==> src/rtl/types_pkg.sv <==
// Shared readout types: sequencer states, register tags and the timestamp word width
// used by both the channel readout and this sequencer.
package types_pkg;

   localparam int RD_WORD_W = 10;

   localparam logic [2:0] RD_TAG_TRIGCNT = 3'd0;
   localparam logic [2:0] RD_TAG_LAST    = 3'd5;

   typedef enum logic [2:0] {
      RD_IDLE,
      RD_SELECT,
      RD_LOAD,
      RD_SHIFT,
      RD_PRESENT,
      RD_DONE
   } rd_state_t;

endpackage

==> src/rtl/ch_readout_deser.sv <==
// MSB-first deserialiser for CNT_SER: shift register plus bit counter; full_o marks the
// cycle in which the last bit of a word is being sampled.
module ch_readout_deser
   import types_pkg::*;
#(
   parameter int WORD_W = RD_WORD_W
) (
   input  logic              clk_i,
   input  logic              rst_i,
   input  logic              en_i,
   input  logic              clr_i,
   input  logic              ser_i,
   output logic [WORD_W-1:0] data_o,
   output logic              full_o
);

   localparam int              BC_W     = (WORD_W > 1) ? $clog2(WORD_W) : 1;
   localparam logic [BC_W-1:0] BIT_LAST = BC_W'(WORD_W - 1);

   logic [WORD_W-1:0] shift_q, shift_d;
   logic [BC_W-1:0]   bit_q, bit_d;

   always_comb begin
      shift_d = shift_q;
      bit_d   = bit_q;
      if (clr_i) begin
         shift_d = '0;
         bit_d   = '0;
      end else if (en_i) begin
         shift_d = {shift_q[WORD_W-2:0], ser_i};
         bit_d   = (bit_q == BIT_LAST) ? '0 : bit_q + BC_W'(1);
      end
   end

   always_ff @(posedge clk_i) begin
      if (rst_i) begin
         shift_q <= '0;
         bit_q   <= '0;
      end else begin
         shift_q <= shift_d;
         bit_q   <= bit_d;
      end
   end

   assign data_o = shift_q;
   assign full_o = (bit_q == BIT_LAST);

endmodule

==> src/rtl/ch_readout_sequencer.sv <==
// Per-channel readout sequencer: walks SELECT_REG over the trigger count and CA..CE,
// deserialises each register and hands it out on a valid/ready port.
// Optional feature macro PSEC_READOUT_SKIP_EMPTY_EN: skip timestamps beyond the trigger count.
module ch_readout_sequencer
   import types_pkg::*;
#(
   parameter int WORD_W = RD_WORD_W,
   parameter int CNT_W  = 3,
   parameter int SETTLE = 1
) (
   input  logic              SPI_CLK,
   input  logic              RST,
   input  logic              START,
   output logic              BUSY,
   output logic [2:0]        SELECT_REG,
   output logic              INST_READOUT,
   input  logic              CNT_SER,
   output logic [WORD_W-1:0] WORD_DATA,
   output logic [2:0]        WORD_TAG,
   output logic              WORD_VALID,
   input  logic              WORD_READY,
   output logic              FRAME_DONE,
   output rd_state_t         dbg_state_o,
   output logic [CNT_W-1:0]  dbg_ntrig_o
);

   localparam logic [2:0] SETTLE_LAST = 3'(SETTLE - 1);

   rd_state_t         state_q, state_d;
   logic [2:0]        sel_q, sel_d;
   logic [2:0]        settle_q, settle_d;
   logic [CNT_W-1:0]  ntrig_q, ntrig_d;
   logic [WORD_W-1:0] deser_data;
   logic              deser_full;
   logic [2:0]        last_tag;

   ch_readout_deser #(.WORD_W(WORD_W)) u_deser (
      .clk_i  (SPI_CLK),
      .rst_i  (RST),
      .en_i   (state_q == RD_SHIFT),
      .clr_i  (state_q == RD_LOAD),
      .ser_i  (CNT_SER),
      .data_o (deser_data),
      .full_o (deser_full)
   );

`ifdef PSEC_READOUT_SKIP_EMPTY_EN
   // On word 0 the count is still in the shifter; it is latched on the same transfer edge.
   logic [CNT_W-1:0] trig_src;
   assign trig_src = (sel_q == RD_TAG_TRIGCNT) ? deser_data[CNT_W-1:0] : ntrig_q;
   assign last_tag = (32'(trig_src) >= 32'(RD_TAG_LAST)) ? RD_TAG_LAST : 3'(trig_src);
`else
   assign last_tag = RD_TAG_LAST;
`endif

   always_comb begin
      state_d  = state_q;
      sel_d    = sel_q;
      settle_d = settle_q;
      ntrig_d  = ntrig_q;
      case (state_q)
         RD_IDLE: begin
            if (START) begin
               state_d  = RD_SELECT;
               sel_d    = RD_TAG_TRIGCNT;
               settle_d = '0;
            end
         end
         RD_SELECT: begin
            if (settle_q == SETTLE_LAST) state_d = RD_LOAD;
            else                         settle_d = settle_q + 3'd1;
         end
         RD_LOAD:  state_d = RD_SHIFT;
         RD_SHIFT: if (deser_full) state_d = RD_PRESENT;
         RD_PRESENT: begin
            if (WORD_READY) begin
               if (sel_q == RD_TAG_TRIGCNT) ntrig_d = deser_data[CNT_W-1:0];
               if (sel_q < last_tag) begin
                  state_d  = RD_SELECT;
                  sel_d    = sel_q + 3'd1;
                  settle_d = '0;
               end else begin
                  state_d = RD_DONE;
               end
            end
         end
         RD_DONE: state_d = RD_IDLE;
         default: state_d = RD_IDLE;
      endcase
   end

   always_ff @(posedge SPI_CLK) begin
      if (RST) begin
         state_q  <= RD_IDLE;
         sel_q    <= '0;
         settle_q <= '0;
         ntrig_q  <= '0;
      end else begin
         state_q  <= state_d;
         sel_q    <= sel_d;
         settle_q <= settle_d;
         ntrig_q  <= ntrig_d;
      end
   end

   // Word 0 carries only the trigger count; its upper bits are never trusted.
   assign WORD_DATA    = (sel_q == RD_TAG_TRIGCNT)
                         ? {{(WORD_W-CNT_W){1'b0}}, deser_data[CNT_W-1:0]} : deser_data;
   assign WORD_TAG     = sel_q;
   assign SELECT_REG   = sel_q;
   assign BUSY         = (state_q != RD_IDLE);
   assign INST_READOUT = (state_q == RD_LOAD);
   assign WORD_VALID   = (state_q == RD_PRESENT);
   assign FRAME_DONE   = (state_q == RD_DONE);
   assign dbg_state_o  = state_q;
   assign dbg_ntrig_o  = ntrig_q;

endmodule

==> config.mk <==
export PLATFORM = sky130hd
export DESIGN_NAME = ch_readout_sequencer
export DESIGN_NICKNAME = d
export VERILOG_FILES = /design/src/rtl/types_pkg.sv /design/src/rtl/ch_readout_deser.sv /design/src/rtl/ch_readout_sequencer.sv
export SDC_FILE = /design/constraint.sdc
export NUM_CORES = 1
export LEC_CHECK = 0
export BUFFER_PORTS_ARGS = -buffer_cell sky130_fd_sc_hd__buf_2
export CAP_MARGIN = 0
export CELL_PAD_IN_SITES_DETAIL_PLACEMENT = 1
export CELL_PAD_IN_SITES_GLOBAL_PLACEMENT = 2
export CORE_ASPECT_RATIO = 0.75
export CORE_MARGIN = 5
export CORE_UTILIZATION = 33
export CTS_CLUSTER_SIZE = 20
export DETAILED_ROUTE_END_ITERATION = 8
export PLACE_DENSITY = 0.9
export SLEW_MARGIN = 20
export SYNTH_ARGS = -nofsm -noshare
export SYNTH_HDL_FRONTEND = slang
export SYNTH_SLANG_ARGS = --single-unit
==> constraint.sdc <==
create_clock -name SPI_CLK -period 4.2 [get_ports SPI_CLK]
set_input_delay 0.84 -clock SPI_CLK [delete_from_list [all_inputs] [get_ports SPI_CLK]]
set_output_delay 0.84 -clock SPI_CLK [all_outputs]
set_load 0.005 [all_outputs]
==> qor.csv <==
stage,metric,value,unit
run_status,status,"finished, final reports clean",
sta,Worst Tran Pin Value,0.4637,ns
clocking,total CTS buffers,3,
clocking,H-Tree Depth,1,
layout,Nets,189,
layout,# diodes,0,
synth,largest area contributor in the netlist,dfxtp_1,
drt,top layer in use,met4,
drt,DRC,0,
synth,Synth Register Bits,26,
synth,post-synthesis cell count,161,
clocking,CTS Sinks,26,
critical_path,Worst Setup Start Kind,flop,
drt,metal1 wirelength,1443,um
critical_path,WP data arrival,1.59,ns
sta,worst-case clock skew,0.005698,ns
sta,setup_tns,0,ns
sta,final setup fails,0,
clocking,"Reg clk slew, reported paths",0.09,ns
clocking,Root Driver,clkbuf_8,
critical_path,CP required,3.36,ns
power,Power Dens Cells,398.9,nW/um2
clocking,CTS tree,done,
floorplanning,CORE AREA,4004,um2
synth,cell area after synthesis,1351,um2
sta,final max-slew violation count,0,
layout,most frequent cells in the layout,"buf_2 (30), dfxtp_1 (26), nand2_1 (25)",
sta,fin crit share,0.5776,
clocking,"Setup Fix Bufs, Post-CTS",0,
critical_path,"CP delay by family, top",simple AND/OR/NAND/NOR gates,
power,Leak Pwr,0.0006217,uW
synth,Synth Area per Inst,8.393,um2
drt,router iterations before antenna repair,4,
sta,Fin. Hold Viols,0,
drt,Routed Antenna Nets,0,
clocking,Skew-Pair Late Insertion Delay,0.27,ns
synth,top cells by area in the synthesized netlist,"dfxtp_1 (39%), a21oi_1 (7.0%), nand2_1 (6.9%)",
sta,Worst slew margin,0.6897,
placed_design,placed inst area,1454,um2
synth,Unique masters post-synth,38,
global_route,GRT Overall Usage,0.1283,
clocking,CTS resizes,0,
power,Sw Ratio,0.2905,
layout,"most common cell after layout, fill and taps aside",buf_2,
clocking,deepest clock path buffer count,2,
drt,met2 routed WL,1705,um
critical_path,CP max FO,8,
floorplanning,Rows,20,
layout,area growth from synthesis to layout,12.87,%
placed_design,port bufs,30,
layout,fillers,510,
clocking,hold_buf cts,0,
global_route,vias in the first global route,1185,
global_route,initial antenna violation count,0,
global_route,total grt overflow,0,
placed_design,GPL Wtd Cong,0.7387,
critical_path,Crit path buffers/inverters,2,
sta,RSZ-0062 raised after global routing,false,
synth,share of the synthesized area in the top cell type,0.3852,
drt,total wire length,3290,um
min_path,Worst Hold Class,reg -> reg,
floorplanning,Die Width,83.89,um
layout,multi-input logic area,691.9,um2
sta,post-layout min period,2.426,ns
critical_path,largest incremental delay on the critical path,0.42,ns
critical_path,critical path type,reg -> out,
power,Comb power frac,0.199,
drt,wire length per cell,14.06,um
power,Int Power,431.7,uW
job,maxcap violations,0,
synth,Syn Nets,170,
drt,via/cell ratio,4.902,
critical_path,ordered cell list for the critical path,inv_1 > ha_1 > or2b_1 > and2_1 > buf_2,
floorplanning,die area,5488,um2
sta,Fmax achieved,412.2,MHz
synth,Yosys warnings,0,
power,Clock power frac,0.341,
drt,via count,1147,
floorplanning,initial core utilization,0.3375,
power,switching power,176.8,uW
floorplanning,DIE HEIGHT,65.42,um
global_route,largest net degree at the start of global routing,16,
layout,layout cell share with drive strength beyond 1,0.2235,
layout,FF+latch area,520.5,um2
power,VDD IR max,229.3,uV
floorplanning,Top Ports,31,
drt,met3 wire len,126,um
placed_design,dpl hpwl,2575,um
drt,DRT iter0 DRCs,61,
critical_path,Crit-path slowest cell,dfxtp_1,
sta,final hold slack,0.4633,ns
synth,sequential element share of the synthesized area,0.3852,
power,sequential group share of total power,0.460,
critical_path,CP Capture Type,output port,
layout,post-route cell area,1525,um2
global_route,first-pass GRT wire length,5713,um
[final cells by class]
type | count | share of cell area
inverter | 6 | 0.01477
multi-input combinational | 113 | 0.4537
clock inverter | 1 | 0.01969
timing repair buffer | 30 | 0.09844
sequential | 26 | 0.3413
clock buffer | 3 | 0.02707
tap | 55 | 0.04512
[routing by layer]
layer / vias to the layer above / track usage
li1: 573 / -
met1: 555 / 0.1454
met3: 5 / 0.04010
met2: 14 / 0.2431
met4: 0 / 0.01807
met5: - / 0
[worst reg2reg max path, cell delays in order, from the launching register on]
cell	delay, ns
dfxtp_1	0.61
nand3b_1	0.43
a2bb2oi_1	0.29
a21oi_1	0.10
a311oi_1	0.24
[synthesized netlist by cell type]
master     count
o211ai_1       3
and3_1         1
or3_1          3
or2_2          1
buf_4          6
nor4_4         1
a21boi_1       2
o21a_1         2
xor2_1         1
nand4b_1       2
xnor2_1        1
a21o_2         1
clkbuf_1       3
a31oi_1        1
nand2_1       25
and4bb_2       1
or2b_1         1
a2bb2oi_1      1
ha_1           4
nand3_1        5
nand2b_1       3
a311oi_1       1
and2_1         7
nor2_1         8
buf_2          3
nor2b_1        2
nor3b_1        3
or2_1          1
buf_6          4
a21oi_1       19
nor3_1         2
inv_1          6
o21ai_0        5
dfxtp_1       26
and3b_2        1
nor3b_4        1
nand3b_1       1
mux2i_1        3
[kinds of logic (layout without fill, tap and decap cells)]
group           after synthesis  in the layout  synth area share
compound gates               35             35            0.1518
simple gates                 69             69            0.2880
mux                           3              3           0.02222
xor+xnor                      2              2           0.01297
flops                        26             26            0.3852
buf+inv                      22             40            0.1028
fa+ha+maj                     4              4           0.03704
[stage by stage]
step | util | total power [uW] | std cells | worst slack (ns)
2_1_floorplan | - | 387.7 | 161 | 2.318
3_3_place_gp | 0.3631 | 403.9 | 230 | 2.157
3_5_place_dp | 0.3631 | 408.9 | 230 | 2.086
4_1_cts | 0.3809 | 617.9 | 234 | 1.771
5_1_grt | 0.3809 | 645.9 | 234 | 1.651
6_report | 0.3809 | 608.5 | 234 | 1.774
[power by group through the flow]
| stage | Sequential, uW | Clock (uW) | Combinational, uW |
|---|---|---|---|
| floorplan | 271 | 0 | 116 |
| CTS | 280 | 214 | 123 |
| global route | 285 | 225 | 136 |
| global placement | 285 | 0 | 119 |
| finish | 280 | 208 | 121 |
| detailed placement | 286 | 0 | 123 |
[final timing paths]
kind                                         from                end  slack [ns]  cells after the start
worst max-delay path                SELECT_REG[0]       WORD_DATA[4]        1.77                      5
worst min-delay path            u_deser.data_o[9]  u_deser.data_o[9]        0.46                      2
worst max register to register     dbg_state_o[2]     dbg_state_o[2]        2.45                      4
worst min register to register  u_deser.data_o[9]  u_deser.data_o[9]        0.46                      2
[registers in the layout (all words and copies together), names as in the netlist]
register / flops
dbg_state_o: 3
dbg_ntrig_o: 3
u_deser.bit_q: 4
SELECT_REG: 3
u_deser.data_o: 10
settle_q: 3
(Power assumes the default switching activity.)
